<file path="config.mk">
export PLATFORM = sky130hd
export DESIGN_NAME = ahb_apb4_bridge_mux
export DESIGN_NICKNAME = d
export VERILOG_FILES = /design/src/rtl/ahb_apb_pkg.sv /design/src/rtl/apb_slave_mux.sv /design/src/rtl/ahb_apb4_bridge_mux.sv
export SDC_FILE = /design/constraint.sdc
export NUM_CORES = 1
export LEC_CHECK = 0
export ABC_AREA = 1
export ABC_CLOCK_PERIOD_IN_PS = 1600
export CAP_MARGIN = 20
export CORE_AREA = 2 2 126 128
export DETAILED_ROUTE_END_ITERATION = 6
export DIE_AREA = 0 0 128 130
export GPL_ROUTABILITY_DRIVEN = 0
export PLACE_DENSITY_LB_ADDON = 0.12
export SETUP_SLACK_MARGIN = 0.2
export SLEW_MARGIN = 0
export SYNTH_ARGS = -nofsm -noshare
export SYNTH_HDL_FRONTEND = slang
export SYNTH_SLANG_ARGS = --single-unit
</file>
<file path="constraint.sdc">
create_clock -name HCLK -period 1.6 [get_ports HCLK]
set_input_delay 0.24 -clock HCLK [delete_from_list [all_inputs] [get_ports HCLK]]
set_output_delay 0.24 -clock HCLK [all_outputs]
set_load 0.005 [all_outputs]
</file>
<file path="src/rtl/ahb_apb_pkg.sv">
// Shared types and helpers for the AHB-lite to APB4 bridge.
// Holds the FSM state encoding, AHB code points and the byte-strobe generator.
package ahb_apb_pkg;

    typedef enum logic [2:0] {
        ST_IDLE,
        ST_SETUP,
        ST_ACCESS,
        ST_ERR1,
        ST_ERR2
    } state_t;

    localparam logic [1:0] HTRANS_IDLE   = 2'b00;
    localparam logic [1:0] HTRANS_BUSY   = 2'b01;
    localparam logic [1:0] HTRANS_NONSEQ = 2'b10;
    localparam logic [1:0] HTRANS_SEQ    = 2'b11;

    localparam logic HRESP_OKAY  = 1'b0;
    localparam logic HRESP_ERROR = 1'b1;

    // Strobes for up to 64-bit buses; the caller truncates to its lane count.
    // The start lane is aligned down to the transfer size.
    function automatic logic [7:0] strb_gen(input logic [2:0] size, input logic [2:0] addr_lsbs);
        logic [3:0]  nbytes;
        logic [2:0]  base;
        logic [15:0] mask;
        nbytes = 4'd1 << size;
        base   = addr_lsbs & ~3'(nbytes - 4'd1);
        mask   = (16'd1 << nbytes) - 16'd1;
        return 8'(mask << base);
    endfunction

endpackage

</file>
<file path="src/rtl/apb_slave_mux.sv">
// Selects the addressed APB slave's PRDATA/PREADY/PSLVERR by registered index.
// Unselected slaves' responses never reach the bridge FSM.
module apb_slave_mux
    import ahb_apb_pkg::*;
#(
    parameter int NUM_SLV = 4,
    parameter int DATA_W  = 32,
    parameter int IDX_W   = 2
) (
    input  logic [IDX_W-1:0]          idx,
    input  logic [NUM_SLV*DATA_W-1:0] prdata,
    input  logic [NUM_SLV-1:0]        pready,
    input  logic [NUM_SLV-1:0]        pslverr,
    output logic [DATA_W-1:0]         rdata,
    output logic                      ready,
    output logic                      slverr
);

    always_comb begin
        rdata  = '0;
        ready  = 1'b0;
        slverr = 1'b0;
        for (int i = 0; i < NUM_SLV; i++) begin
            if (idx == IDX_W'(i)) begin
                rdata  = prdata[i*DATA_W +: DATA_W];
                ready  = pready[i];
                slverr = pslverr[i];
            end
        end
    end

endmodule

</file>
<file path="src/rtl/ahb_apb4_bridge_mux.sv">
// AHB-lite slave to APB4 master bridge fanning out to NUM_SLV APB slaves.
// Adds address decode, PSTRB/PPROT, two-cycle ERROR responses and an ACCESS timeout.
module ahb_apb4_bridge_mux
    import ahb_apb_pkg::*;
#(
    parameter int ADDR_W  = 32,
    parameter int DATA_W  = 32,
    parameter int NUM_SLV = 4,
    parameter int SLV_LSB = 12,
    parameter int TIMEOUT = 255
) (
    input  logic                      HCLK,
    input  logic                      HRESETn,
    input  logic                      HSEL,
    input  logic [ADDR_W-1:0]         HADDR,
    input  logic [1:0]                HTRANS,
    input  logic                      HWRITE,
    input  logic [2:0]                HSIZE,
    input  logic [3:0]                HPROT,
    input  logic [DATA_W-1:0]         HWDATA,
    input  logic                      HREADY,
    output logic                      HREADYOUT,
    output logic                      HRESP,
    output logic [DATA_W-1:0]         HRDATA,
    output logic [NUM_SLV-1:0]        PSEL,
    output logic                      PENABLE,
    output logic [ADDR_W-1:0]         PADDR,
    output logic                      PWRITE,
    output logic [DATA_W-1:0]         PWDATA,
    output logic [DATA_W/8-1:0]       PSTRB,
    output logic [2:0]                PPROT,
    input  logic [NUM_SLV*DATA_W-1:0] PRDATA,
    input  logic [NUM_SLV-1:0]        PREADY,
    input  logic [NUM_SLV-1:0]        PSLVERR
);

    localparam int BW    = DATA_W / 8;
    localparam int LSB_W = $clog2(BW);
    localparam int IDX_W = (NUM_SLV > 1) ? $clog2(NUM_SLV) : 1;
    localparam int CNT_W = (TIMEOUT > 1) ? $clog2(TIMEOUT) : 1;
    localparam logic [CNT_W-1:0] TO_LAST    = CNT_W'((TIMEOUT > 0) ? TIMEOUT - 1 : 0);
    localparam logic [63:0]      ADDR_LIMIT = 64'(NUM_SLV) << SLV_LSB;

    state_t             state, state_nxt;
    logic [IDX_W-1:0]   idx, idx_in, idx_nxt;
    logic [CNT_W-1:0]   cnt, cnt_nxt;
    logic               accept, bad_addr, bad_size, load_rdata;
    logic [DATA_W-1:0]  sel_rdata;
    logic               sel_ready, sel_err;
    logic               unused_ok;

    assign unused_ok = ^{HTRANS[0], HPROT[3:2]};

    // The AHB data phase is held by HREADYOUT=0 for the whole APB transfer.
    assign PWDATA = HWDATA;

    assign accept   = HSEL && HREADY && HTRANS[1] && (state == ST_IDLE || state == ST_ERR2);
    assign bad_addr = 64'(HADDR) >= ADDR_LIMIT;
    assign bad_size = (32'd8 << HSIZE) > 32'(DATA_W);
    assign idx_in   = HADDR[SLV_LSB +: IDX_W];
    assign idx_nxt  = accept ? idx_in : idx;

    apb_slave_mux #(
        .NUM_SLV (NUM_SLV),
        .DATA_W  (DATA_W),
        .IDX_W   (IDX_W)
    ) u_mux (
        .idx     (idx),
        .prdata  (PRDATA),
        .pready  (PREADY),
        .pslverr (PSLVERR),
        .rdata   (sel_rdata),
        .ready   (sel_ready),
        .slverr  (sel_err)
    );

    always_comb begin
        state_nxt  = state;
        cnt_nxt    = cnt;
        load_rdata = 1'b0;
        unique case (state)
            ST_IDLE, ST_ERR2: begin
                if (accept) state_nxt = (bad_addr || bad_size) ? ST_ERR1 : ST_SETUP;
                else        state_nxt = ST_IDLE;
            end
            ST_SETUP: begin
                state_nxt = ST_ACCESS;
                cnt_nxt   = '0;
            end
            ST_ACCESS: begin
                if (sel_ready) begin
                    state_nxt  = sel_err ? ST_ERR1 : ST_IDLE;
                    load_rdata = !sel_err && !PWRITE;
                end else if (TIMEOUT != 0 && cnt == TO_LAST) begin
                    state_nxt = ST_ERR1;
                end else begin
                    cnt_nxt = cnt + 1'b1;
                end
            end
            ST_ERR1: state_nxt = ST_ERR2;
            default: state_nxt = ST_IDLE;
        endcase
    end

    // Outputs are registered from the next state so they line up with it.
    always_ff @(posedge HCLK or negedge HRESETn) begin
        if (!HRESETn) begin
            state     <= ST_IDLE;
            cnt       <= '0;
            idx       <= '0;
            HREADYOUT <= 1'b1;
            HRESP     <= HRESP_OKAY;
            HRDATA    <= '0;
            PSEL      <= '0;
            PENABLE   <= 1'b0;
            PADDR     <= '0;
            PWRITE    <= 1'b0;
            PSTRB     <= '0;
            PPROT     <= '0;
        end else begin
            state     <= state_nxt;
            cnt       <= cnt_nxt;
            HREADYOUT <= !(state_nxt inside {ST_SETUP, ST_ACCESS, ST_ERR1});
            HRESP     <= (state_nxt inside {ST_ERR1, ST_ERR2}) ? HRESP_ERROR : HRESP_OKAY;
            PENABLE   <= (state_nxt == ST_ACCESS);
            PSEL      <= (state_nxt inside {ST_SETUP, ST_ACCESS}) ? (NUM_SLV'(1) << idx_nxt) : '0;
            if (accept) begin
                idx    <= idx_in;
                PADDR  <= HADDR;
                PWRITE <= HWRITE;
                PSTRB  <= HWRITE ? BW'(strb_gen(HSIZE, 3'(HADDR[LSB_W-1:0]))) : '0;
                PPROT  <= {~HPROT[0], 1'b0, HPROT[1]};
            end
            if (load_rdata) HRDATA <= sel_rdata;
        end
    end

endmodule

</file>
* Word-level counts from Yosys, hierarchy flattened
Index checks and enable logic that the tools add are counted.
** Word-level totals
- Register bits :: 91
- Bits of input ports :: 214
- Output and inout bits :: 111
- Logic and storage cells :: 83
** Cells by class
- Add/subtract/negate cells :: 3
- $lt $le $gt $ge :: 2
- Equal/unequal tests :: 14
- Shifts and indexed selects :: 5
- Mux-type cells :: 27
- Bitwise gates (word level) :: 3
- Reduce and logical (&&, ||, !) cells :: 17
** Operator list (number)
- $mux W32 :: 4
- $ge A32 B15 Y1 const B :: 1
- $gt A32 B6 Y1 const B :: 1
- $shl A4 B3 Y32 const A :: 1
- $mux W8 :: 2
- $pmux W8 S2 :: 1
- $shl A1 B4 Y16 const A :: 1
- $shl A16 B3 Y4 :: 1
- $sub A16 B1 Y16 const B :: 1
- $eq A3 B2 Y1 const B :: 4
- $pmux W3 S4 :: 1
- $mux W1 :: 11
- $add A8 B1 Y8 const B :: 1
- $eq A8 B8 Y1 const B :: 1
- $mux W2 :: 4
- $mux W4 :: 2
- $eq A3 B1 Y1 const B :: 2
- $eq A3 B3 Y1 const B :: 2
- $mux W3 :: 2
- $reduce_bool A2 Y1 :: 3
- $eq A2 B2 Y1 const B :: 2
- $logic_and A1 B1 Y1 :: 4
- $ne A2 B2 Y1 const B :: 2
- $shl A1 B2 Y4 const A :: 1
- other kinds (13) :: 16

* Longest topological paths before layout
- Depth after elaboration :: 11
- Gate-level depth with buffers :: 12

* Modules after synthesis
From an unflattened synthesis, not the netlist that was laid out.
** Unflattened totals
- Cells, all modules :: 634
- Area, all modules :: 5430.2 um^2
** Modules (own cells, without submodules)
- ahb_apb4_bridge_mux :: instances 1, cells each 436, area an instance 4292.9 um^2, sequential area each 2278.4 um^2
- apb_slave_mux :: instances 1, cells each 198, area an instance 1137.3 um^2, sequential area each 0.0 um^2

* Worst setup path after synthesis
Ideal clock, no wire load.
- Kind :: input to register
- Start :: in HSIZE[0]
- End :: reg PSTRB[3]
- Arrival :: 1548 ps
- Required time :: 1477 ps
- Setup slack :: -72 ps
- Cell stages on the path :: 9
- Path buffers :: 0
- Cell sequence :: nor3_1 inv_1 ha_1 nand2_1 ha_1 xor2_1 o21ai_0 o21ai_0 nand2_1
** On the way
- Cells in the longest elaborated chain, start to end :: 6
** RTL lines
- from (decl) :: RTL line ahb_apb4_bridge_mux.sv:18 : input logic [2:0] HSIZE,
- $shl A1 B3 Y4 (*) :: RTL line ahb_apb_pkg.sv:27 : nbytes = 4'd1 << size;
- branches (longest 3 deep; another with $sub A16 B1 Y16)
- $shl A16 B3 Y4 (*) :: RTL line ahb_apb_pkg.sv:30 : return 8'(mask << base);
- $mux W4 (*) :: RTL line ahb_apb4_bridge_mux.sv:131 : PSTRB <= HWRITE ? BW'(strb_gen(HSIZE, 3'(HADDR[LSB_W-1:0]))) : '0;
- to (signal assigned) :: RTL line ahb_apb4_bridge_mux.sv:131
- to (decl) :: RTL line ahb_apb4_bridge_mux.sv:30 : output logic [DATA_W/8-1:0] PSTRB,
Mark *: on every way between the ends.
A chain may end at the register's enable or synchronous reset.

* Worst setup path in the final report
- Start :: reg idx[0]
- End :: reg HRDATA[10]
** On the way
- Cells in the longest elaborated chain, start to end :: 9
** RTL lines
- from (decl) :: RTL line ahb_apb4_bridge_mux.sv:45 : logic [IDX_W-1:0] idx, idx_in, idx_nxt;
- from (signal assigned) :: RTL line ahb_apb4_bridge_mux.sv:128 : idx <= idx_in;
- $logic_not A2 Y1 :: RTL line apb_slave_mux.sv:24 : if (idx == IDX_W'(i)) begin
- $mux W1 (4 in series) :: RTL line apb_slave_mux.sv:24
- $logic_not A1 Y1 :: RTL line ahb_apb4_bridge_mux.sv:93 : load_rdata = !sel_err && !PWRITE;
- $logic_and A1 B1 Y1 :: RTL line ahb_apb4_bridge_mux.sv:93
- $mux W1 :: RTL line ahb_apb4_bridge_mux.sv:91 : if (sel_ready) begin
- $mux W1 :: RTL line ahb_apb4_bridge_mux.sv:81 : unique case (state)
- to (signal assigned) :: RTL line ahb_apb4_bridge_mux.sv:134 : if (load_rdata) HRDATA <= sel_rdata;
- to (decl) :: RTL line ahb_apb4_bridge_mux.sv:24 : output logic [DATA_W-1:0] HRDATA,
Several ways; a longest one is shown, not always the timed one.

==> flow_metrics.env <==
export IMPL_ys_flop_type="dfrtp_1"
export IMPL_cts_tree="built"
export IMPL_rows=46
export IMPL_reg2reg_setup_slack_ps=-80
export IMPL_power_frac_seq_pct=29.5
export IMPL_synth_top_area_cell="dfrtp_1"
export IMPL_rsz0062_at_grt="true"
export IMPL_ys_seq_area_share_pct=44.5
export IMPL_netSwitchingPower_mw=5.14
export IMPL_synth_top_area_share_pct=44.0
export IMPL_avgSynthCellArea_um2=7.75
export IMPL_p_leak_nw=4.26
export IMPL_setup_ws_ps=-82.5
export IMPL_via_per_inst=4.86
export IMPL_grt_pass1_wl_um=28000
export IMPL_portBuffers=256
export IMPL_status="finished, violations left"
export IMPL_antenna_found_initial=1
export IMPL_synth_nets=882
export IMPL_postRouteAntennaNets=0
export IMPL_synthArstFlopShare_pct=100
export IMPL_peakVddDrop_v=0.000796
export IMPL_chipWidth_um=128
export IMPL_cp_slowest_stage_delay_ps=460
export IMPL_finalHoldViolCount=0
export IMPL_path_clk_slew_ps=70
export IMPL_die_area_mm2=0.0166
export IMPL_ys_top_cells_by_area="dfrtp_1 44%, nand2_1 17%, o21ai_0 5.8%, buf_4 5.4%, nand3_1 4.4%"
export IMPL_max_cap_violations=0
export IMPL_ys_warn_count=0
export IMPL_final_cell_area_mm2=0.00897
export IMPL_power_frac_comb_pct=54.0
export IMPL_worstHoldPathType="in -> async"
export IMPL_cp_num_buf_inv=3
export IMPL_multi_input_area_mm2=0.00275
export IMPL_regArea_mm2=0.00228
export IMPL_numCtsBuffers=9
export IMPL_endpoint_kind="flip-flop"
export IMPL_crit_fanout=7
export IMPL_clock_latency_ps=340
export IMPL_die_h_um=130
export IMPL_first_iter_violations=160
export IMPL_wl_per_cell_um=16.0
export IMPL_grt_overflow=0
export IMPL_start_util_pct=33.2
export IMPL_place_area_mm2=0.00796
export IMPL_clock_sinks=91
export IMPL_drv_slew=0
export IMPL_ys_ff_latch=91
export IMPL_critical_path_class="reg -> reg"
export IMPL_crit_end="HRDATA[10]"
export IMPL_grt_pass1_vias=5651
export IMPL_reg2reg_to="HRDATA[10]"
export IMPL_vias=5488
export IMPL_drt_first_pass_iters=4
export IMPL_reg2reg_depth=9
export IMPL_fin_crit_sh_pct=105
export IMPL_p_total_mw=13.2
export IMPL_synth_edf_count=0
export IMPL_min_period_ps=1680
export IMPL_cpLargestDelayFamily="simple AND/OR/NAND/NOR gates"
export IMPL_worstPathArrival_ps=1910
export IMPL_cellPowerDensity_mw_per_mm2=1470
export IMPL_synthTopCellsByCount="229 x nand2_1, 90 x dfrtp_1, 59 x o21ai_0"
export IMPL_ctsRootBufferMaster="clkbuf_16"
export IMPL_grt_usage_pct=21.4
export IMPL_clk_path_buf_depth=2
export IMPL_violations="setup timing"
export IMPL_grt_max_degree=37
export IMPL_pwr_share_clk_pct=16.5
export IMPL_finClkSkew_ps=5.29
export IMPL_crit_cells=9
export IMPL_power_internal_mw=8.02
export IMPL_syn_cell_area_mm2=0.00512
export IMPL_rr_startpoint="idx[0]"
export IMPL_utilization_pct=58.1
export IMPL_wl_um=18100
export IMPL_cts_htree_levels=3
export IMPL_max_freq_ghz=0.594
export IMPL_areaGrowthSynthToFinish_pct=75.1
export IMPL_final_nets=1152
export IMPL_synth_distinct_cells=31
export IMPL_cp_cell_sequence="buf_6 > nand3_2 > nand4_1 > nor2_2 > nand3_4 > buf_12 > buf_16 > nand2_1 > o31ai_2"
export IMPL_post_route_drc_count=0
export IMPL_crit_path_start="idx[0]"
export IMPL_crit_path_start_kind="flip-flop"
export IMPL_n_fill_cell=1400
export IMPL_place_hpwl_um=13400
export IMPL_worstPathRequired_ps=1830
export IMPL_drive_above_1_share_pct=21.0
export IMPL_syn_inst=661
export IMPL_io_pins=325
export IMPL_cp_slowest_cell="dfrtp_2"
export IMPL_fin_tns_setup_ps=-1130
export IMPL_coreArea_mm2=0.0154
export IMPL_fin_hold_ws_ps=381
export IMPL_setup_viol=27
export IMPL_synth_most_common_cell="nand2_1"
export IMPL_power_switching_share_pct=39.1
-- stage by stage --
| stage | setup slack [ps] | cells |
|---|---|---|
| 6_report | -82.5 | 1129 |
| 5_1_grt | -171 | 1129 |
| 4_1_cts | -71.9 | 1123 |
| 3_5_place_dp | -571 | 1085 |
| 3_3_place_gp | -463 | 1085 |
| 2_1_floorplan | 148 | 661 |
-- layer usage --
layer | vias up | GRT usage (%) | routed length, µm
li1 | 2667 | - | -
met2 | 237 | 39.1 | 9090
met5 | - | 0 | 0
met4 | 0 | 7.56 | 382
met3 | 27 | 6.40 | 1640
met1 | 2557 | 23.8 | 6950
-- flip-flops by register name, summed over array words and instances (netlist names) --
| name | flops |
|---|---|
| HRDATA | 32 |
| HREADYOUT | 1 |
| HRESP | 1 |
| PADDR | 32 |
| PENABLE | 1 |
| PPROT | 2 |
| PSEL | 4 |
| PSTRB | 4 |
| PWRITE | 1 |
| cnt | 8 |
| idx | 2 |
| state | 3 |
-- power groups by stage --
stage               combinational (mW)  sequential (mW)  clock, mW
finish                            7.11             3.88       2.17
global route                      7.84             3.99       2.33
CTS                               6.74             3.77       2.24
detailed placement                6.47             3.84          0
global placement                  6.39             3.81          0
floorplan                         3.09             3.84          0
-- cells by family (layout without fill, tap and decap cells) --
logic type                 count (synthesis)  in the layout  synth area share (%)
adders and majority gates                  7              7                  1.71
other                                      1              2                0.0732
xor gates and xnor gates                   7              7                  1.20
DFF                                       91             91                  44.5
buffers and inverters                     95            370                  10.2
and+or+nand+nor                          361            361                  29.7
AOI/OAI and AO/OA                         99             99                  12.7
-- worst min path at each step --
stage            endpoint
6_report       HRDATA[12]
5_1_grt        HRDATA[12]
3_3_place_gp    HRDATA[4]
2_1_floorplan   HRDATA[0]
4_1_cts        HRDATA[12]
3_5_place_dp   HRDATA[12]
-- cell type report --
| type | instances | area share, % |
|---|---|---|
| repair buffers | 326 | 36.5 |
| clock buffers | 10 | 2.55 |
| clock inverters | 6 | 0.781 |
| well taps | 192 | 2.68 |
| flip-flops and latches | 91 | 25.4 |
| inverters | 28 | 1.35 |
| multi-input cells | 475 | 30.6 |
| diodes | 1 | 0.0279 |
-- placed cells by master (no fill, tap or decap), types with 2 or more instances in the layout --
| cell | n |
|---|---|
| o21ai_1 | 22 |
| buf_8 | 2 |
| nand3_1 | 40 |
| inv_1 | 22 |
| o21ai_2 | 6 |
| inv_6 | 3 |
| nand4_1 | 6 |
| o31ai_2 | 23 |
| a21oi_1 | 2 |
| clkbuf_16 | 11 |
| xor2_1 | 4 |
| nor2_4 | 2 |
| buf_12 | 8 |
| o31ai_4 | 2 |
| ha_4 | 3 |
| xnor2_1 | 2 |
| nor2_2 | 2 |
| nand3_2 | 4 |
| buf_6 | 17 |
| nand2_2 | 28 |
| and3_1 | 22 |
| o21ai_0 | 42 |
| dfrtp_2 | 2 |
| clkinv_2 | 2 |
| dfrtp_1 | 88 |
| nand2_1 | 181 |
| nor3_1 | 3 |
| clkdlybuf4s50_1 | 174 |
| dlygate4sd2_1 | 78 |
| buf_16 | 4 |
| nand3_4 | 2 |
| buf_4 | 39 |
| nand2_4 | 22 |
| inv_2 | 3 |
| ha_1 | 4 |
| nor2_1 | 45 |
| a21oi_2 | 2 |
| nor3_4 | 2 |
-- timing repair --
action / CTS / global route
resized for setup: 150 / 90
gates cloned: 4 / 2
setup endpoints to repair: 166 / 66
buffers inserted: 17 / 3
hold endpoints to repair: 27 / 0
hold buffers: 1 / 0
pin swaps: 21 / 20
Power figures use the tool's default switching activity.
